`src/rtl/joy_db9md_pkg.sv`:
```
// joy_db9md_pkg: shared button/pin indices and pin-group type for the Mega Drive pad interface.
package joy_db9md_pkg;
    localparam int BTN_R     = 0;
    localparam int BTN_L     = 1;
    localparam int BTN_D     = 2;
    localparam int BTN_U     = 3;
    localparam int BTN_B     = 4;
    localparam int BTN_C     = 5;
    localparam int BTN_A     = 6;
    localparam int BTN_START = 7;
    localparam int BTN_MODE  = 8;
    localparam int BTN_X     = 9;
    localparam int BTN_Y     = 10;
    localparam int BTN_Z     = 11;
    localparam int PIN_UP = 0;
    localparam int PIN_DN = 1;
    localparam int PIN_LF = 2;
    localparam int PIN_RT = 3;
    localparam int PIN_BA = 4;
    localparam int PIN_CS = 5;
    typedef logic [5:0] db9md_pins_t;
endpackage

```
`src/rtl/joy_db9md_pad_sync2.sv`:
```
// sync2: two-flop synchronizer with a configurable reset value.
module sync2 #(
    parameter logic RESET_VAL = 1'b1
) (
    input  logic clk,
    input  logic reset_n,
    input  logic d,
    output logic q
);
    logic meta;
    always_ff @(posedge clk or negedge reset_n) begin
        if (!reset_n) {q, meta} <= {RESET_VAL, RESET_VAL};
        else          {q, meta} <= {meta, d};
    end
endmodule

```
`src/rtl/joy_db9md_pad.sv`:
```
// joy_db9md_pad: Mega Drive 3/6-button pad responder driven by the host select line.
module joy_db9md_pad
    import joy_db9md_pkg::*;
#(
    parameter int CLK_HZ     = 40000000,
    parameter int TIMEOUT_US = 1500,
    parameter int SIX_BUTTON = 1
) (
    input  logic        clk,
    input  logic        reset_n,
    input  logic        select,
    input  logic [11:0] buttons,
    output db9md_pins_t pad_out,
    output logic [1:0]  phase
);
    localparam int TIMEOUT = (CLK_HZ / 1000000) * TIMEOUT_US;
    localparam int TW      = $clog2(TIMEOUT + 1);
    logic          sel_s, sel_prev, armed, six_en, rise, sel_edge, expired;
    logic [TW-1:0] timer;
    logic [1:0]    n_next;
    db9md_pins_t   pins;
    sync2 #(.RESET_VAL(1'b1)) u_sync (.clk(clk), .reset_n(reset_n), .d(select), .q(sel_s));
    assign rise     = sel_s & ~sel_prev;
    assign sel_edge = sel_s ^ sel_prev;
    assign expired  = timer == TW'(TIMEOUT);
    // Expiry zeroes n first so a coincident rising edge lands on phase 1.
    always_comb begin
        n_next = expired ? 2'd0 : phase;
        if (rise) n_next = n_next + 2'd1;
        if (!six_en) n_next = 2'd0;
        pins = '0;
        if (sel_s) begin
            pins[PIN_CS] = buttons[BTN_C];
            pins[PIN_BA] = buttons[BTN_B];
            pins[PIN_RT] = (n_next == 2'd3) ? buttons[BTN_MODE] : buttons[BTN_R];
            pins[PIN_LF] = (n_next == 2'd3) ? buttons[BTN_X]    : buttons[BTN_L];
            pins[PIN_DN] = (n_next == 2'd3) ? buttons[BTN_Y]    : buttons[BTN_D];
            pins[PIN_UP] = (n_next == 2'd3) ? buttons[BTN_Z]    : buttons[BTN_U];
        end else begin
            pins[PIN_CS] = buttons[BTN_START];
            pins[PIN_BA] = buttons[BTN_A];
            pins[PIN_RT] = n_next != 2'd3;
            pins[PIN_LF] = n_next != 2'd3;
            pins[PIN_DN] = (n_next == 2'd2) | ((n_next < 2'd2) & buttons[BTN_D]);
            pins[PIN_UP] = (n_next == 2'd2) | ((n_next < 2'd2) & buttons[BTN_U]);
        end
    end
    // Mode held at the first clock after reset locks the pad into 3-button mode.
    always_ff @(posedge clk or negedge reset_n) begin
        if (!reset_n) begin
            sel_prev <= 1'b1;
            armed    <= 1'b0;
            six_en   <= SIX_BUTTON != 0;
            timer    <= '0;
            phase    <= 2'd0;
            pad_out  <= 6'h3F;
        end else begin
            sel_prev <= sel_s;
            armed    <= 1'b1;
            if (!armed) six_en <= (SIX_BUTTON != 0) & ~buttons[BTN_MODE];
            timer    <= sel_edge ? '0 : expired ? timer : timer + TW'(1);
            phase    <= n_next;
            pad_out  <= ~pins;
        end
    end
endmodule

```
`config.mk`:
```
export PLATFORM = sky130hd
export DESIGN_NAME = joy_db9md_pad
export DESIGN_NICKNAME = d
export VERILOG_FILES = /design/src/rtl/joy_db9md_pkg.sv /design/src/rtl/joy_db9md_pad_sync2.sv /design/src/rtl/joy_db9md_pad.sv
export SDC_FILE = /design/constraint.sdc
export NUM_CORES = 1
export LEC_CHECK = 0
export ABC_AREA = 0
export BUFFER_PORTS_ARGS = -buffer_cell sky130_fd_sc_hd__buf_2
export CORE_MARGIN = 2
export CORE_UTILIZATION = 40
export DETAILED_ROUTE_END_ITERATION = 6
export PLACE_DENSITY = 0.62
export REMOVE_ABC_BUFFERS = 1
export SYNTH_ARGS = -nofsm -noshare
export SYNTH_HDL_FRONTEND = slang
export SYNTH_HIERARCHICAL = 1
export SYNTH_SLANG_ARGS = --single-unit
```
`constraint.sdc`:
```
create_clock -name clk -period 3.2 [get_ports clk]
set_input_delay 0.96 -clock clk [delete_from_list [all_inputs] [get_ports clk]]
set_output_delay 0.96 -clock clk [all_outputs]
set_load 0.02 [all_outputs]
```
==> impl_results.md <==
- Crit path arrival time: 0.94 ns
- Post-synth top area cell: dfrtp_1
- DRT Wirelength: 2.49 mm
- Core Region: 3610 um2
- Via count: between 900 and 1,000
- Crit path launch type: flop
- Die area: ~4200 um2
- Peak VDD IR: 257 uV
- Final min period: 1.90 ns
- Max Cap Viol: 0
- Antenna Violating Nets Remaining: 0
- Yosys cell types: 38
- Crit-path leading delay family: flip-flops
- Top cell type's share of synthesized area: between 30% and 40%
- Post-synthesis compound-gate area fraction: 4.98%
- Starting Density: 41.1%
- DR DRC count: 0
- Worst r2r src: u_sync/q
- Adder-cell share of the synthesized area: 2.53%
- Post-place setup slack: 1.46 ns
- Worst Setup End Kind: output pin
- Final net count: 171
- Yosys reg bits: 29
- Hold path start: u_sync/meta
- Final hold viol count: 0
- Worst Skew: 0.00697 ns
- I/O pin count: 23
- DRT iter0 DRCs: 43
- Synth top area cells: dfrtp_1 (32%), dfstp_2 (18%), and2_1 (5.1%)
- Post-CTS Hold Fix Bufs: 0
- Slowest stage delay, CP: approximately 0.51 ns
- Slowest cell on the critical path: dfstp_2
- First-pass GRT wire length: between 4 and 5 mm
- P&R area growth vs syn: 17.5%
- Status: completed
- Ys Warns: 6
- Final Max Tran Viols: 0
- Port buffer count: 22
- GRT overflow: 0
- Max Clk Rate: approximately 0.53 GHz
- Number of cells upsized or downsized after cts: 0
- Synth Instances: 127
- Pwr/cell area: 466 nW/um2
- Leakage: 0.839 nW
- Layout cells sized above 1: 31.2%
- Clock Path Buffers: 2
- Beginning of the critical path: pad_out[0]
- PnR worst setup slack: 1.30 ns
- GRT Util Overall: 14.4%
- CTS Sinks: 29
- Die Span Y: 64.9 um
- FP Rows: 22
- Via-per-instance ratio: 4.92
- Synth Area in Simple Gates: 27.9%
- H-tree depth: 2
- Slew margin rel.: between 50% and 60%
- Antenna violations before repair: 0
- Finish-stage setup viols: 0
- Most frequent cells in the layout: buf_2 (22), dfrtp_1 (19), and2_1 (12), dfstp_2 (10), nand2_1 (9)
- WP buf/inv: 1
- CTS tree: done
- Post-Syn Area: 1480 um2
- Die Wd: 64.9 um
- Clock-pin slew on the worst setup and hold paths: around 0.06 ns
- Total negative slack: 0 ns
- Drt first pass iters: 4
- WS Path Type: reg2out
- CTS Buf Count: 5
- Post-synthesis sequential area ratio: 49.8%
- Multiplexer area fraction after synthesis: 5.57%
- Crit-path max FO: 1
- ANT cells: 0
- RSZ-0062 raised after global routing: false
- Placer Congestion: roughly 0.79
- Worst Max-Slew Pin Slew: between 0.6 and 0.7 ns
- Skew-Pair Late Insertion Delay: 0.28 ns
- XOR/XNOR share of the synthesized area: 7.09%
- Largest net degree at the start of global routing: 30
- Avg Cell Area, Syn: 11.7 um2
- Most common cell after layout, fill and taps aside: buf_2
- Main combinational cell family by area after synthesis: simple AND/OR/NAND/NOR gates
- CTS root buf: clkbuf_8
- DP HPWL: 1.82 mm
- Critical-path cell list: buf_2
- WP data required: between 2 and 2.5 ns
- Post-CTS setup buffers: 0
- Type of the most critical hold path: reg2reg
- Final Cycle Share: 59.4%
- WL/cell: 12.3 um
- Vias in the first global route: 1,019
## flip-flops by register name, indices dropped and copies added (netlist names)
register,cells
timer,16
u_sync/q,1
u_sync/meta,1
sel_prev,1
six_en,1
phase,2
armed,1
pad_out,6
## stage by stage
step | hold WS, ns | total power [mW] | instance area [um2] | std cells | utilization, %
after detailed placement | 0.348 | 0.495 | 1640 | 194 | 45.5
after floorplan | 0.345 | 0.461 | 1470 | 124 | -
after global placement | 0.347 | 0.493 | 1640 | 194 | 45.5
after CTS | 0.357 | 0.824 | 1740 | 202 | 48.3
final | 0.356 | 0.812 | 1740 | 202 | 48.3
after global routing | 0.359 | 0.857 | 1740 | 202 | 48.3
## cell usage after synthesis
| library cell | number |
|---|---|
| nor3_1 | 1 |
| xnor2_1 | 7 |
| conb_1 | 1 |
| clkbuf_1 | 2 |
| nand3_2 | 1 |
| dfrtp_1 | 19 |
| mux2i_1 | 6 |
| nand4_4 | 1 |
| nand3b_1 | 2 |
| xor2_1 | 5 |
| and4bb_2 | 1 |
| nand4_2 | 1 |
| nor4b_4 | 1 |
| mux2_1 | 2 |
| dfstp_2 | 10 |
| nor4b_2 | 1 |
| and3_1 | 2 |
| a211o_1 | 1 |
| buf_2 | 1 |
| ha_1 | 3 |
| o22ai_1 | 2 |
| nor3b_1 | 2 |
| o31ai_1 | 2 |
| nor4bb_1 | 1 |
| nand2_1 | 9 |
| a21bo_2 | 1 |
| nor2b_1 | 3 |
| nor2_1 | 1 |
| o211ai_1 | 2 |
| inv_1 | 4 |
| nand4_1 | 5 |
| nand2b_1 | 5 |
| and4_1 | 3 |
| nor4_4 | 1 |
| nand3_1 | 4 |
| a21oi_1 | 1 |
| and2_1 | 12 |
| a21boi_0 | 1 |
## path summary, 6_finish.rpt
path / endpoint / slack [ns] / cells after the start
min in group asynchronous: phase[1] / 0.70 / 1
min reg2reg: u_sync/q / 0.36 / 0
max reg2reg: pad_out[2] / 1.46 / 4
max in group asynchronous: timer[6] / 2.10 / 1
min: u_sync/q / 0.36 / 0
max: pad_out[0] / 1.30 / 1
## power breakdown
| part | switching (mW) | leakage (nW) | total (mW) | internal [mW] |
|---|---|---|---|---|
| clock network | 0.132 | 0.0542 | 0.326 | 0.194 |
| registers | 0.0159 | 0.365 | 0.406 | 0.390 |
| logic | 0.0462 | 0.420 | 0.0806 | 0.0343 |
| total | 0.194 | 0.839 | 0.812 | 0.618 |
## layer usage
metal  track usage [%]  vias to the layer above  share of wire, %
met2              22.0                       14                46
met5                 0                        -                 0
met1              17.9                      476                47
li1                  -                      497                 -
met4              6.65                        0               2.1
met3              5.73                        6               4.6
## cell type report
| cell class | instances | area, um2 |
|---|---|---|
| Clock buffer | 7 | 96.3 |
| Clock inverter | 1 | 5.00 |
| Fill cell | 340 | 1860 |
| Inverter | 4 | 15.0 |
| Multi-Input combinational cell | 91 | 717 |
| Sequential cell | 29 | 738 |
| Tap cell | 48 | 60.1 |
| Timing Repair Buffer | 22 | 110 |
## kinds of logic after synthesis
| group | after synthesis |
|---|---|
| mux | 8 |
| buf+inv | 7 |
| compound gates | 10 |
| flops | 29 |
| xor+xnor | 12 |
| fa+ha+maj | 3 |
| simple gates | 57 |
| other cells | 1 |
(Power assumes the default switching activity.)
